File: config.mk
export PLATFORM = sky130hd
export DESIGN_NAME = imem_loader
export DESIGN_NICKNAME = d
export VERILOG_FILES = /design/src/rtl/imem_loader_pkg.sv /design/src/rtl/imem_byte_serializer.sv /design/src/rtl/imem_loader.sv
export SDC_FILE = /design/constraint.sdc
export NUM_CORES = 1
export LEC_CHECK = 0
export ABC_AREA = 1
export CORE_MARGIN = 8
export CORE_UTILIZATION = 46
export CTS_CLUSTER_DIAMETER = 40
export CTS_CLUSTER_SIZE = 16
export DETAILED_ROUTE_END_ITERATION = 7
export GPL_TIMING_DRIVEN = 0
export PLACE_DENSITY_LB_ADDON = 0.15
export SYNTH_ARGS = -nofsm -noshare
export SYNTH_HDL_FRONTEND = slang
export SYNTH_HIERARCHICAL = 1
export SYNTH_SLANG_ARGS = --single-unit
File: constraint.sdc
create_clock -name clk -period 3.97 [get_ports clk]
set_input_delay 0.397 -clock clk [delete_from_list [all_inputs] [get_ports clk]]
set_output_delay 0.397 -clock clk [all_outputs]
set_load 0.01 [all_outputs]
File: src/rtl/imem_loader_pkg.sv
// Shared constants for the instruction-memory loader: sizes, byte lane width, FSM encodings.
// No logic here; imported by the loader top and its byte serializer.
// State encodings are plain 2-bit constants so they read the same in older tooling.
package imem_loader_pkg;

    localparam int MEM_BYTES_DEFAULT = 208;
    localparam int ADDR_W_DEFAULT    = 64;
    localparam int BYTE_W            = 8;
    localparam int WORD_W            = 32;
    localparam int WORD_BYTES        = WORD_W / BYTE_W;

    localparam logic [1:0] S_IDLE   = 2'd0;
    localparam logic [1:0] S_ACCEPT = 2'd1;
    localparam logic [1:0] S_WRITE  = 2'd2;
    localparam logic [1:0] S_FINISH = 2'd3;

endpackage

File: src/rtl/imem_byte_serializer.sv
// Splits one latched 32-bit word into four little-endian byte writes at base, base+1, base+2, base+3.
// Latency: byte k is presented in the k-th enabled cycle after load; last_o marks the fourth byte.
// Backpressure: none; the owner holds en_i high for exactly four cycles per loaded word.
module imem_byte_serializer
    import imem_loader_pkg::*;
#(
    parameter int ADDR_W = ADDR_W_DEFAULT
) (
    input  logic              clk,
    input  logic              reset,
    input  logic              load_i,
    input  logic              en_i,
    input  logic [WORD_W-1:0] word_i,
    input  logic [ADDR_W-1:0] base_i,
    output logic              we_o,
    output logic [ADDR_W-1:0] addr_o,
    output logic [BYTE_W-1:0] wdata_o,
    output logic              last_o
);

    logic [WORD_W-1:0] word_q;
    logic [1:0]        k_q;

    // Capture the word and restart the byte index on load; step the index while emitting.
    always_ff @(posedge clk or posedge reset) begin
        if (reset) begin
            word_q <= '0;
            k_q    <= '0;
        end else if (load_i) begin
            word_q <= word_i;
            k_q    <= '0;
        end else if (en_i) begin
            k_q <= k_q + 2'd1;
        end
    end

    // Byte lane k goes to base+k; outputs are forced to zero when not emitting.
    always_comb begin
        we_o    = en_i;
        addr_o  = '0;
        wdata_o = '0;
        last_o  = 1'b0;
        if (en_i) begin
            addr_o  = base_i + ADDR_W'(k_q);
            wdata_o = word_q[{k_q, 3'b000} +: BYTE_W];
            last_o  = (k_q == 2'd3);
        end
    end

endmodule

File: src/rtl/imem_loader.sv
// Streams 32-bit program words into the byte-wide instruction memory port and holds the CPU until done.
// Latency: first byte write the cycle after the accepting handshake; one word per 5 cycles.
// Backpressure: in_ready only in ACCEPT; low during the four byte-write cycles of each word.
module imem_loader
    import imem_loader_pkg::*;
#(
    parameter int MEM_BYTES = MEM_BYTES_DEFAULT,
    parameter int ADDR_W    = ADDR_W_DEFAULT
) (
    input  logic              clk,
    input  logic              reset,
    input  logic              start,
    input  logic [ADDR_W-1:0] base_addr,
    input  logic              in_valid,
    output logic              in_ready,
    input  logic [WORD_W-1:0] in_word,
    input  logic              in_last,
    output logic              mem_we,
    output logic [ADDR_W-1:0] mem_addr,
    output logic [BYTE_W-1:0] mem_wdata,
    output logic              cpu_hold,
    output logic              busy,
    output logic              done,
    output logic              err_overflow,
    output logic              err_align
);

    // One extra bit so the end-of-word test cannot wrap around the address space.
    localparam logic [ADDR_W:0] MEM_LIMIT = (ADDR_W+1)'(MEM_BYTES);

    logic [1:0]        state_q, state_d;
    logic [ADDR_W-1:0] ptr_q, ptr_d;
    logic              last_q, last_d;
    logic              err_ovf_q, err_ovf_d;
    logic              err_align_q, err_align_d;
    logic              align_done_q, align_done_d;
    logic              hold_q;
    logic [ADDR_W:0]   word_end;
    logic              accept_hs;
    logic              ser_en;
    logic              ser_last;

    assign word_end  = {1'b0, ptr_q} + (ADDR_W+1)'(WORD_BYTES);
    assign in_ready  = (state_q == S_ACCEPT);
    assign accept_hs = in_ready & in_valid;
    assign ser_en    = (state_q == S_WRITE);

    imem_byte_serializer #(
        .ADDR_W (ADDR_W)
    ) u_ser (
        .clk     (clk),
        .reset   (reset),
        .load_i  (accept_hs),
        .en_i    (ser_en),
        .word_i  (in_word),
        .base_i  (ptr_q),
        .we_o    (mem_we),
        .addr_o  (mem_addr),
        .wdata_o (mem_wdata),
        .last_o  (ser_last)
    );

    // Next-state logic: load sequencing, write pointer and sticky error flags.
    always_comb begin
        state_d      = state_q;
        ptr_d        = ptr_q;
        last_d       = last_q;
        err_ovf_d    = err_ovf_q;
        err_align_d  = err_align_q;
        align_done_d = 1'b0;
        case (state_q)
            S_IDLE: begin
                if (start) begin
                    if (base_addr[1:0] == 2'b00) begin
                        ptr_d       = base_addr;
                        err_ovf_d   = 1'b0;
                        err_align_d = 1'b0;
                        state_d     = S_ACCEPT;
                    end else begin
                        // Rejected start: flag it and report termination without leaving IDLE.
                        err_align_d  = 1'b1;
                        align_done_d = 1'b1;
                    end
                end
            end
            S_ACCEPT: begin
                if (in_valid) begin
                    last_d = in_last;
                    if (word_end > MEM_LIMIT) begin
                        // Word would spill past the end of memory: drop it and end the load.
                        err_ovf_d = 1'b1;
                        state_d   = S_FINISH;
                    end else begin
                        state_d = S_WRITE;
                    end
                end
            end
            S_WRITE: begin
                if (ser_last) begin
                    ptr_d   = ptr_q + ADDR_W'(WORD_BYTES);
                    state_d = last_q ? S_FINISH : S_ACCEPT;
                end
            end
            default: begin
                state_d = S_IDLE;
            end
        endcase
    end

    // State registers; cpu_hold tracks the next state so it falls exactly as IDLE is entered.
    always_ff @(posedge clk or posedge reset) begin
        if (reset) begin
            state_q      <= S_IDLE;
            ptr_q        <= '0;
            last_q       <= 1'b0;
            err_ovf_q    <= 1'b0;
            err_align_q  <= 1'b0;
            align_done_q <= 1'b0;
            hold_q       <= 1'b0;
        end else begin
            state_q      <= state_d;
            ptr_q        <= ptr_d;
            last_q       <= last_d;
            err_ovf_q    <= err_ovf_d;
            err_align_q  <= err_align_d;
            align_done_q <= align_done_d;
            hold_q       <= (state_d != S_IDLE);
        end
    end

    assign busy         = (state_q != S_IDLE);
    assign cpu_hold     = hold_q;
    assign done         = (state_q == S_FINISH) | align_done_q;
    assign err_overflow = err_ovf_q;
    assign err_align    = err_align_q;

endmodule
==> reports/qor.csv, run 1 <==
metric,value,unit
outcome,"complete, no violations",
"commonest cells after routing, fill and taps aside","sky130_fd_sc_hd__nand2_1, sky130_fd_sc_hd__nor2_1, sky130_fd_sc_hd__clkdlybuf4s50_1, sky130_fd_sc_hd__inv_1, sky130_fd_sc_hd__o21ai_0",
area growth from synthesis to final layout,26.1,%
pins over their slew limit,0,
wire length of the first global-routing pass,63.5,mm
shortest period the worst path allows,3.92,ns
vias per cell,5.46,
Hold Fails Final Rpt,0,
Std-Cell Rows,52,
XOR/XNOR share of the synthesized area,3.78,%
multiplexer fraction of the synthesized cell area,0,%
Post-Synth Simple-Gate Area,44.4,%
router iterations before antenna repair,5,
cells along the critical path,inv_1 -> nor2_2 -> clkbuf_2 -> clkbuf_1 -> buf_4 -> nand2_1 -> inv_1 -> inv_1 -> o21ai_4 -> clkbuf_2 -> clkbuf_2 -> o22ai_1,
power per standard cell area,610,mW/mm^2
ANT nets after route,0,
count of pins on the block boundary,180,
area of the placeable core,0.0202,sq mm
worst hold-check path type,in2async,
Port Buffer Count,179,
antenna diode count,0,
peak per-stage delay on the critical path,0.47,ns
final cycle utilization of the critical path,98.8,%
average cell area after synthesis,5.73,sq um
number of levels the H-tree was split into,3,
clock tree buffer depth,2,
hold slack final,0.443,ns
CTS Hold Bufs,0,
netlist area before placement,0.00950,sq mm
overall die area,0.0255,sq mm
net total in the final layout,1955,
Design Power,7.31,mW
total vias in the final route,11600,
number of max-capacitance violations reported,0,
Worst Setup End Kind,flop,
number of cells after detailed placement,2108,
worst path bufs/invs,8,
Post-CTS Setup Repair Bufs,0,
family with the most delay on the worst path,buffers and inverters,
Max Clock Freq,255,MHz
largest voltage drop on the vdd net,0.406,mV
post-route setup TNS,0,ns
Synth Instances,1658,
routability congestion estimate,1.00,
relative max-transition margin,48.0,%
syn_nets,1764,
data arrival at the endpoint of the critical path,4.15,ns
largest family of logic cells by synthesized area,simple AND/OR/NAND/NOR gates,
Worst Max-Slew Pin Slew,0.780,ns
CTS root buffer,sky130_fd_sc_hd__clkbuf_16,
combined global-route utilization of all metal layers,31.7,%
Crit-path slowest cell,sky130_fd_sc_hd__o21ai_4,
complex-gate fraction of the synthesized area,14.3,%
"count of placed standard cells in the final layout, fillers left out",2124,
HPWL after detailed placement,33.6,mm
Layout fillers,2081,
sink count of the clock tree,105,
number of setup violations in the final report,0,
number of antenna violations at the first check in global routing,0,
number of global-route vias before repair,11200,
number of flip-flops and latches in the synthesized netlist,105,
Post-Synth Adder-Cell Area,0.737,%
post-cts sizing count,5,
wire length on met1,16.7,mm
width of the chip,160,microns
highest routed layer,met4,
post-route DRC violation count,0,
"leading cell type in the layout, fill and taps excluded",sky130_fd_sc_hd__nand2_1,
starting utilization of the core area,47.0,%
share of synthesized area occupied by flip-flops and latches,27.7,%
detailed router's first-iteration violation count,1128,
setup repair after global routing missed its margin,true,
clock-pin slew of the registers on the worst-case setup and hold paths,0.09,ns
Clock Skew,0.0158,ns
routed wire length on met2,18.5,mm
Setup Crit Path Kind,reg2reg,
final standard cell utilization of the core,59.2,%
Die Height,160,microns
Inserted Clock Buffers,9,
total congestion overflow,0,
Leak,5.07,nW
highest fanout seen on the critical path,12,
clock latency on the worst-skew pair,0.37,ns
Met3 Routed Length,4.33,mm
Yosys warning total,6,
WL final,41.4,mm
largest net degree at the start of global routing,41,
CTS tree,done,
count of cell types in the netlist,33,
critical path data required time,4.20,ns
drt wl/cell,19.5,microns
ratio of cells with drive above 1 in the final layout,3.88,%
kind of start point of the critical path,flop,
-- logic make-up (layout without fill, tap and decap cells) --
group / after synthesis / in the layout
AO/OA/AOI/OAI: 246 / 246
XOR/XNOR: 41 / 41
adder cells (fa/ha/maj): 5 / 5
buffers and inverters: 227 / 423
flip-flops: 105 / 105
AND/OR/NAND/NOR: 1034 / 1034
-- worst paths after layout --
check | startpoint | end | slack (ns) | depth (start not counted)
worst max register to register | state_q[1] | ptr_q[62] | 0.05 | 12
max in group asynchronous | reset | ptr_q[55] | 2.94 | 3
worst max-delay path | state_q[1] | ptr_q[62] | 0.05 | 12
worst min-delay path | reset | ptr_q[1] | 0.44 | 2
min in group clk | u_ser/word_q[24] | u_ser/word_q[24] | 0.48 | 2
worst min register to register | u_ser/word_q[24] | u_ser/word_q[24] | 0.48 | 2
-- flip-flops by register name (all words and copies together) (netlist names) --
signal / count
err_align: 1
cpu_hold: 1
u_ser/k_q: 2
align_done_q: 1
err_overflow: 1
state_q: 2
last_q: 1
u_ser/word_q: 32
ptr_q: 64
-- cells in the mapped netlist --
| cell | number | area (sq um) |
|---|---|---|
| sky130_fd_sc_hd__a211oi_1 | 1 | 7.51 |
| sky130_fd_sc_hd__a21oi_1 | 46 | 230 |
| sky130_fd_sc_hd__a31oi_1 | 3 | 18.8 |
| sky130_fd_sc_hd__buf_2 | 2 | 10.0 |
| sky130_fd_sc_hd__buf_4 | 2 | 15.0 |
| sky130_fd_sc_hd__buf_6 | 1 | 11.3 |
| sky130_fd_sc_hd__clkbuf_1 | 40 | 150 |
| sky130_fd_sc_hd__clkinv_1 | 4 | 15.0 |
| sky130_fd_sc_hd__dfrtp_1 | 105 | 2630 |
| sky130_fd_sc_hd__fa_1 | 1 | 20.0 |
| sky130_fd_sc_hd__ha_1 | 4 | 50.1 |
| sky130_fd_sc_hd__inv_1 | 176 | 661 |
| sky130_fd_sc_hd__inv_2 | 2 | 7.51 |
| sky130_fd_sc_hd__nand2_1 | 532 | 2000 |
| sky130_fd_sc_hd__nand2_2 | 12 | 75.1 |
| sky130_fd_sc_hd__nand2_4 | 3 | 33.8 |
| sky130_fd_sc_hd__nand3_1 | 64 | 320 |
| sky130_fd_sc_hd__nand3b_1 | 3 | 22.5 |
| sky130_fd_sc_hd__nand4_1 | 22 | 138 |
| sky130_fd_sc_hd__nor2_1 | 368 | 1380 |
| sky130_fd_sc_hd__nor2_2 | 9 | 56.3 |
| sky130_fd_sc_hd__nor2_4 | 12 | 135 |
| sky130_fd_sc_hd__nor2_8 | 1 | 20.0 |
| sky130_fd_sc_hd__nor3_1 | 8 | 40.0 |
| sky130_fd_sc_hd__o211ai_1 | 9 | 67.6 |
| sky130_fd_sc_hd__o21a_1 | 4 | 30.0 |
| sky130_fd_sc_hd__o21ai_0 | 120 | 601 |
| sky130_fd_sc_hd__o21ai_1 | 8 | 40.0 |
| sky130_fd_sc_hd__o21ai_2 | 1 | 8.76 |
| sky130_fd_sc_hd__o21bai_1 | 12 | 90.1 |
| sky130_fd_sc_hd__o22ai_1 | 42 | 263 |
| sky130_fd_sc_hd__xnor2_1 | 2 | 17.5 |
| sky130_fd_sc_hd__xor2_1 | 39 | 342 |
-- where the power goes --
| group | leakage [nW] | total, mW | switching, mW | internal [mW] |
|---|---|---|---|---|
| registers | 1.28 | 2.70 | 1.15 | 1.55 |
| clock network | 0.146 | 0.976 | 0.521 | 0.455 |
| logic | 3.64 | 3.63 | 2.25 | 1.37 |
-- layout make-up --
class | count | area [sq um] | share of cell area [%]
buffer | 45 | 195 | 1.63
clock buffer | 9 | 225 | 1.88
clock inverter | 7 | 80.1 | 0.669
inverter | 182 | 686 | 5.72
multi-input combinational | 1326 | 6010 | 50.2
sequential | 105 | 2630 | 21.9
tap | 270 | 338 | 2.82
timing repair buffer | 180 | 1810 | 15.1
-- through the flow --
step,setup slack [ns],cell area [sq um]
final,0.0485,12000
after global routing,-0.0334,12000
after CTS,0.0496,12000
after detailed placement,-0.858,11700
after global placement,-0.838,11600
after floorplan,1.33,9500
-- per-layer routing --
| metal | up-vias | GRT usage (%) |
|---|---|---|
| met5 | - | 0 |
| met4 | 0 | 14.2 |
| met3 | 96 | 5.63 |
| met2 | 629 | 51.1 |
| met1 | 5257 | 41.0 |
| li1 | 5621 | - |
-- worst reg2reg max path: stages (launching register included) --
cell and delay (ns):
sky130_fd_sc_hd__dfrtp_1 0.42, sky130_fd_sc_hd__inv_1 0.07, sky130_fd_sc_hd__nor2_2 0.42, sky130_fd_sc_hd__clkbuf_2 0.43, sky130_fd_sc_hd__clkbuf_1 0.44, sky130_fd_sc_hd__buf_4 0.32, sky130_fd_sc_hd__nand2_1 0.11, sky130_fd_sc_hd__inv_1 0.10
sky130_fd_sc_hd__inv_1 0.07, sky130_fd_sc_hd__o21ai_4 0.47, sky130_fd_sc_hd__clkbuf_2 0.42, sky130_fd_sc_hd__clkbuf_2 0.39, sky130_fd_sc_hd__o22ai_1 0.13
Power figures use the tool's default switching activity.
==> run 2, diff against run 1 <==
GPL_ROUTABILITY_DRIVEN = 0   (was default)
RECOVER_POWER = 25   (was default)
==> run 2 against run 1 <==
  * Routed wire length decreased by 7.5%
  * Register-to-register slack gained 0.23 ns
  * Count of clock-buffer cells in the layout unchanged
  * Flip-flop and latch count unchanged
  * Critical endpoint is now ptr_q[28]
  * Highest routed layer unchanged
==> reports/qor.csv, run 2 (synthesis gave the netlist of run 1 again) <==
metric,value,unit
r2r startpoint,state_q[1],
global-route track usage on met1,38.0,%
detailed router's first-iteration violation count,1440,
setup repair after global routing missed its margin,false,
Worst R2R End,ptr_q[28],
Layout fillers,2068,
outcome,"complete, no violations",
final standard cell utilization of the core,59.1,%
area growth from synthesis to final layout,25.9,%
Leak,5.06,nW
area of the placeable core,0.0202,sq mm
clock latency on the worst-skew pair,0.38,ns
Hold Fails Final Rpt,0,
Crit-path slowest cell,sky130_fd_sc_hd__clkbuf_1,
GR peak layer,met2,
post-cts sizing count,4,
worst hold-check path type,in2async,
launching instance or port of the critical path,state_q[1],
number of setup violations in the final report,0,
total vias in the final route,11800,
combined global-route utilization of all metal layers,29.3,%
number of flip-flops under the largest register name,64,
Inserted Clock Buffers,9,
Clock Skew,0.0129,ns
total congestion overflow,0,
critical path data required time,4.22,ns
width of the chip,160,microns
Worst Max-Slew Pin Slew,1.43,ns
starting utilization of the core area,47.0,%
Setup Crit Path Kind,reg2reg,
met2 GRT Util,45.1,%
data arrival at the endpoint of the critical path,3.94,ns
ANT nets after route,0,
power per standard cell area,602,mW/mm^2
kind of start point of the critical path,flop,
number of antenna violations at the first check in global routing,0,
vias per cell,5.55,
highest fanout seen on the critical path,12,
number of levels the H-tree was split into,3,
net total in the final layout,1956,
shortest period the worst path allows,3.69,ns
cell depth of the worst flop-to-flop path,12,
CTS root buffer,sky130_fd_sc_hd__clkbuf_16,
met3 GRT Util,6.68,%
cells along the critical path,inv_1 -> nor2_2 -> clkbuf_2 -> clkbuf_2 -> buf_4 -> nand2_1 -> inv_1 -> inv_1 -> o21ai_4 -> clkbuf_2 -> clkbuf_1 -> o22ai_1,
post-route DRC violation count,0,
HPWL after detailed placement,30.6,mm
wire length of the first global-routing pass,59.5,mm
router iterations before antenna repair,8,
clock-pin slew of the registers on the worst-case setup and hold paths,0.09,ns
overall die area,0.0255,sq mm
peak per-stage delay on the critical path,0.45,ns
final cycle utilization of the critical path,93.0,%
CTS tree,done,
Design Power,7.21,mW
Max Clock Freq,271,MHz
Worst Setup End Kind,flop,
"commonest cells after routing, fill and taps aside","sky130_fd_sc_hd__nand2_1, sky130_fd_sc_hd__nor2_1, sky130_fd_sc_hd__clkdlybuf4s50_1, sky130_fd_sc_hd__inv_1, sky130_fd_sc_hd__o21ai_0",
clock tree buffer depth,2,
Port Buffer Count,179,
largest voltage drop on the vdd net,0.282,mV
count of pins on the block boundary,180,
FF-to-FF setup slack,0.28,ns
number of max-capacitance violations reported,0,
pins over their slew limit,0,
number of global-route vias before repair,11100,
drt wl/cell,18.0,microns
antenna diode count,0,
top flop regs,"ptr_q (64), u_ser/word_q (32)",
largest net degree at the start of global routing,53,
Post-CTS Setup Repair Bufs,0,
Largest Register,ptr_q,
sink count of the clock tree,105,
Die Height,160,microns
Std-Cell Rows,52,
Critical Path Sink,ptr_q[28],
ratio of cells with drive above 1 in the final layout,3.77,%
relative max-transition margin,4.60,%
CTS Hold Bufs,0,
"leading cell type in the layout, fill and taps excluded",sky130_fd_sc_hd__nand2_1,
WL final,38.3,mm
==> run 2: layout make-up <==
cell class / instances / area, sq um / share of cell area [%]
plain buffers: 45 / 194 / 1.62
clock buffers: 9 / 225 / 1.88
clock inverters: 7 / 80.1 / 0.669
inverters: 182 / 684 / 5.72
multi-input cells: 1326 / 6010 / 50.3
flip-flops and latches: 105 / 2630 / 22.0
well taps: 270 / 338 / 2.82
repair buffers: 181 / 1800 / 15.0
==> run 2: metal layers <==
metal	part of all wire [%]	up-vias	wire (microns)
met5	0	-	0
met3	12	140	4650
li1	-	5625	-
met2	43	768	16400
met1	40	5262	15300
met4	5.0	0	1920
==> run 2: where the power goes <==
| group | switching [mW] | internal, mW | total [mW] | leakage [nW] |
|---|---|---|---|---|
| logic | 2.20 | 1.37 | 3.58 | 3.63 |
| registers | 1.12 | 1.55 | 2.67 | 1.28 |
| clock network | 0.502 | 0.454 | 0.957 | 0.146 |
| total | 3.83 | 3.38 | 7.21 | 5.06 |
==> run 2: how the worst min path moves through the flow <==
stage / end / slack (ns) / start / cells past startpoint
final: u_ser/word_q[29] / 0.41 / reset / 2
after global routing: u_ser/word_q[29] / 0.43 / reset / 2
after detailed placement: u_ser/word_q[6] / 0.46 / u_ser/word_q[6] / 2
after CTS: state_q[0] / 0.35 / reset / 2
after floorplan: u_ser/word_q[0] / 0.44 / u_ser/word_q[0] / 2
after global placement: u_ser/word_q[3] / 0.45 / u_ser/word_q[3] / 2
==> run 2: through the flow <==
stage,hold slack [ns],setup slack (ns),instances,TNS (ns),cell area [sq um]
global route,0.425,0.146,2125,0,12000
detailed placement,0.458,-0.721,2108,-26.32,11700
CTS,0.347,0.00869,2124,0,12000
finish,0.405,0.277,2125,0,12000
floorplan,0.437,1.33,1658,0,9500
global placement,0.449,-0.671,2107,-23.76,11600
==> run 2: critical path, delay by kind of cell, from the launching register on <==
family,cells,cell delay [ns]
buffers and inverters,8,2.06
AOI/OAI and AO/OA,2,0.56
and+or+nand+nor,2,0.52
DFF,1,0.41
==> run 3, diff against run 2 <==
DONT_BUFFER_PORTS = 1   (was default)
==> run 3 against run 2 <==
  * The run now ends with max-capacitance violations, max-slew violations left
  * Worst hold slack lost 0.27 ns
  * Clock power grew 2%
  * Sequential share of layout area grew 3.8 points
  * Utilization shrank 8.7 points
  * Flip-flop and latch count is the same
  * Via count shrank 7.3%
  * Global-route usage shrank 0.24 points
  * Combinational power shrank 13%
  * Highest routed layer is now met5
==> reports/qor.csv, run 3 (synthesis gave the netlist of run 1 again) <==
metric,value,unit
outcome,finished with violations,
failing checks,"max-capacitance violations, max-slew violations",
wire length of the first global-routing pass,57.9,mm
Hold Fails Final Rpt,0,
Inserted Clock Buffers,9,
WL final,37.9,mm
relative max-transition margin,-23.2,%
count of pins on the block boundary,180,
highest fanout seen on the critical path,12,
launching instance or port of the critical path,state_q[1],
number of flip-flops under the largest register name,64,
number of antenna violations at the first check in global routing,3,
top flop regs,"ptr_q (64), u_ser/word_q (32)",
Hold Path Origin,in_word[24],
Die Height,160,microns
FF-to-FF setup slack,0.28,ns
kind of start point of the critical path,flop,
shortest period the worst path allows,3.69,ns
hold slack final,0.132,ns
pins over their slew limit,74,
number of setup violations in the final report,0,
worst hold-check path type,in2reg,
router iterations before antenna repair,8,
Layout fillers,2210,
setup repair after global routing missed its margin,false,
combined global-route utilization of all metal layers,29.0,%
Worst Max-Slew Pin Slew,1.85,ns
largest net degree at the start of global routing,39,
overall die area,0.0255,sq mm
net total in the final layout,1779,
starting utilization of the core area,47.0,%
area of the placeable core,0.0202,sq mm
Worst R2R End,ptr_q[12],
largest voltage drop on the vdd net,0.330,mV
number of levels the H-tree was split into,3,
vias per cell,5.61,
sink count of the clock tree,105,
"count of placed standard cells in the final layout, fillers left out",1950,
number of max-capacitance violations reported,2,
Largest Register,ptr_q,
Std-Cell Rows,52,
Design Power,6.75,mW
cell depth of the worst flop-to-flop path,12,
drt wl/cell,19.4,microns
power per standard cell area,661,mW/mm^2
total congestion overflow,0,
combined area of the multi-input logic cells,0.00601,sq mm
number of cells after detailed placement,1929,
ratio of cells with drive above 1 in the final layout,4.11,%
"leading cell type in the layout, fill and taps excluded",sky130_fd_sc_hd__nand2_1,
footprint of the flip-flops and latches,0.00263,sq mm
Leak,4.41,nW
Worst Hold Depth,2,
detailed router's first-iteration violation count,1063,
width of the chip,160,microns
Max Clock Freq,271,MHz
number of global-route vias before repair,10300,
CTS tree,done,
Setup Crit Path Kind,reg2reg,
critical path data required time,4.21,ns
clock latency on the worst-skew pair,0.37,ns
Clock Skew,0.0154,ns
total vias in the final route,10900,
Port Buffer Count,0,
data arrival at the endpoint of the critical path,3.93,ns
ANT nets after route,0,
clock tree buffer depth,2,
final cycle utilization of the critical path,92.9,%
post-route DRC violation count,0,
HPWL after detailed placement,30.6,mm
r2r startpoint,state_q[1],
CTS root buffer,sky130_fd_sc_hd__clkbuf_16,
Worst Setup End Kind,flop,
area growth from synthesis to final layout,7.49,%
worst hold path endpoint,u_ser/word_q[24],
"commonest cells after routing, fill and taps aside","sky130_fd_sc_hd__nand2_1, sky130_fd_sc_hd__nor2_1, sky130_fd_sc_hd__inv_1, sky130_fd_sc_hd__o21ai_0, sky130_fd_sc_hd__dfrtp_1",
clock-pin slew of the registers on the worst-case setup and hold paths,0.09,ns
[run 3: critical path: stages, from the launching register on]
cell and delay [ns]:
sky130_fd_sc_hd__dfrtp_1 0.43, sky130_fd_sc_hd__inv_1 0.07, sky130_fd_sc_hd__nor2_2 0.39, sky130_fd_sc_hd__clkbuf_2 0.42, sky130_fd_sc_hd__clkbuf_2 0.32, sky130_fd_sc_hd__buf_4 0.25, sky130_fd_sc_hd__nand2_1 0.11, sky130_fd_sc_hd__inv_1 0.10
sky130_fd_sc_hd__inv_1 0.08, sky130_fd_sc_hd__o21ai_4 0.38, sky130_fd_sc_hd__clkbuf_2 0.40, sky130_fd_sc_hd__clkbuf_1 0.43, sky130_fd_sc_hd__o22ai_1 0.15
[run 3: stage by stage]
step	worst slack, ns	TNS, ns	util, %	area [sq um]
after floorplan	1.33	0	-	9500
after global routing	0.0960	0	50.5	10200
after detailed placement	-0.800	-30.88	48.7	9860
after CTS	0.0633	0	50.4	10200
after global placement	-0.805	-31.63	48.6	9840
final	0.282	0	50.5	10200
[run 3: worst max-delay path by stage]
stage | end | slack (ns) | depth (start not counted)
3_5_place_dp | ptr_q[4] | -0.80 | 12
6_report | ptr_q[12] | 0.28 | 12
5_1_grt | ptr_q[14] | 0.1 | 12
3_3_place_gp | ptr_q[59] | -0.81 | 12
4_1_cts | ptr_q[44] | 0.06 | 12
2_1_floorplan | ptr_q[3] | 1.33 | 11
[run 3: what timing repair did]
item,4_1_cts,5_1_grt
pin swaps,0,0
endpoints found under the setup margin,64,30
hold endpoints to repair,33,11
gates resized for setup,5,6
setup buffers,0,0
hold buffers,1,1
[run 3: final cells by class]
class	count	area share (%)
multi-input cells	1326	58.9
flip-flops and latches	105	25.7
inverters	182	6.70
well taps	270	3.31
clock buffers	9	2.21
plain buffers	45	1.90
clock inverters	7	0.870
repair buffers	4	0.355
diodes	2	0.0490
[run 3: report_power, final]
part | switching [mW] | internal, mW
clock | 0.513 | 0.460
sequential | 1.13 | 1.55
combinational | 2.12 | 0.979
total | 3.76 | 2.99
[run 3: routing by layer]
metal  share of wire (%)  vias to the layer above  track usage (%)
met5               0.040                        -                0
met4                 3.6                        2             11.9
met3                  11                       79             6.53
met2                  43                      636             44.4
met1                  42                     4943             38.8
li1                    -                     5276                -
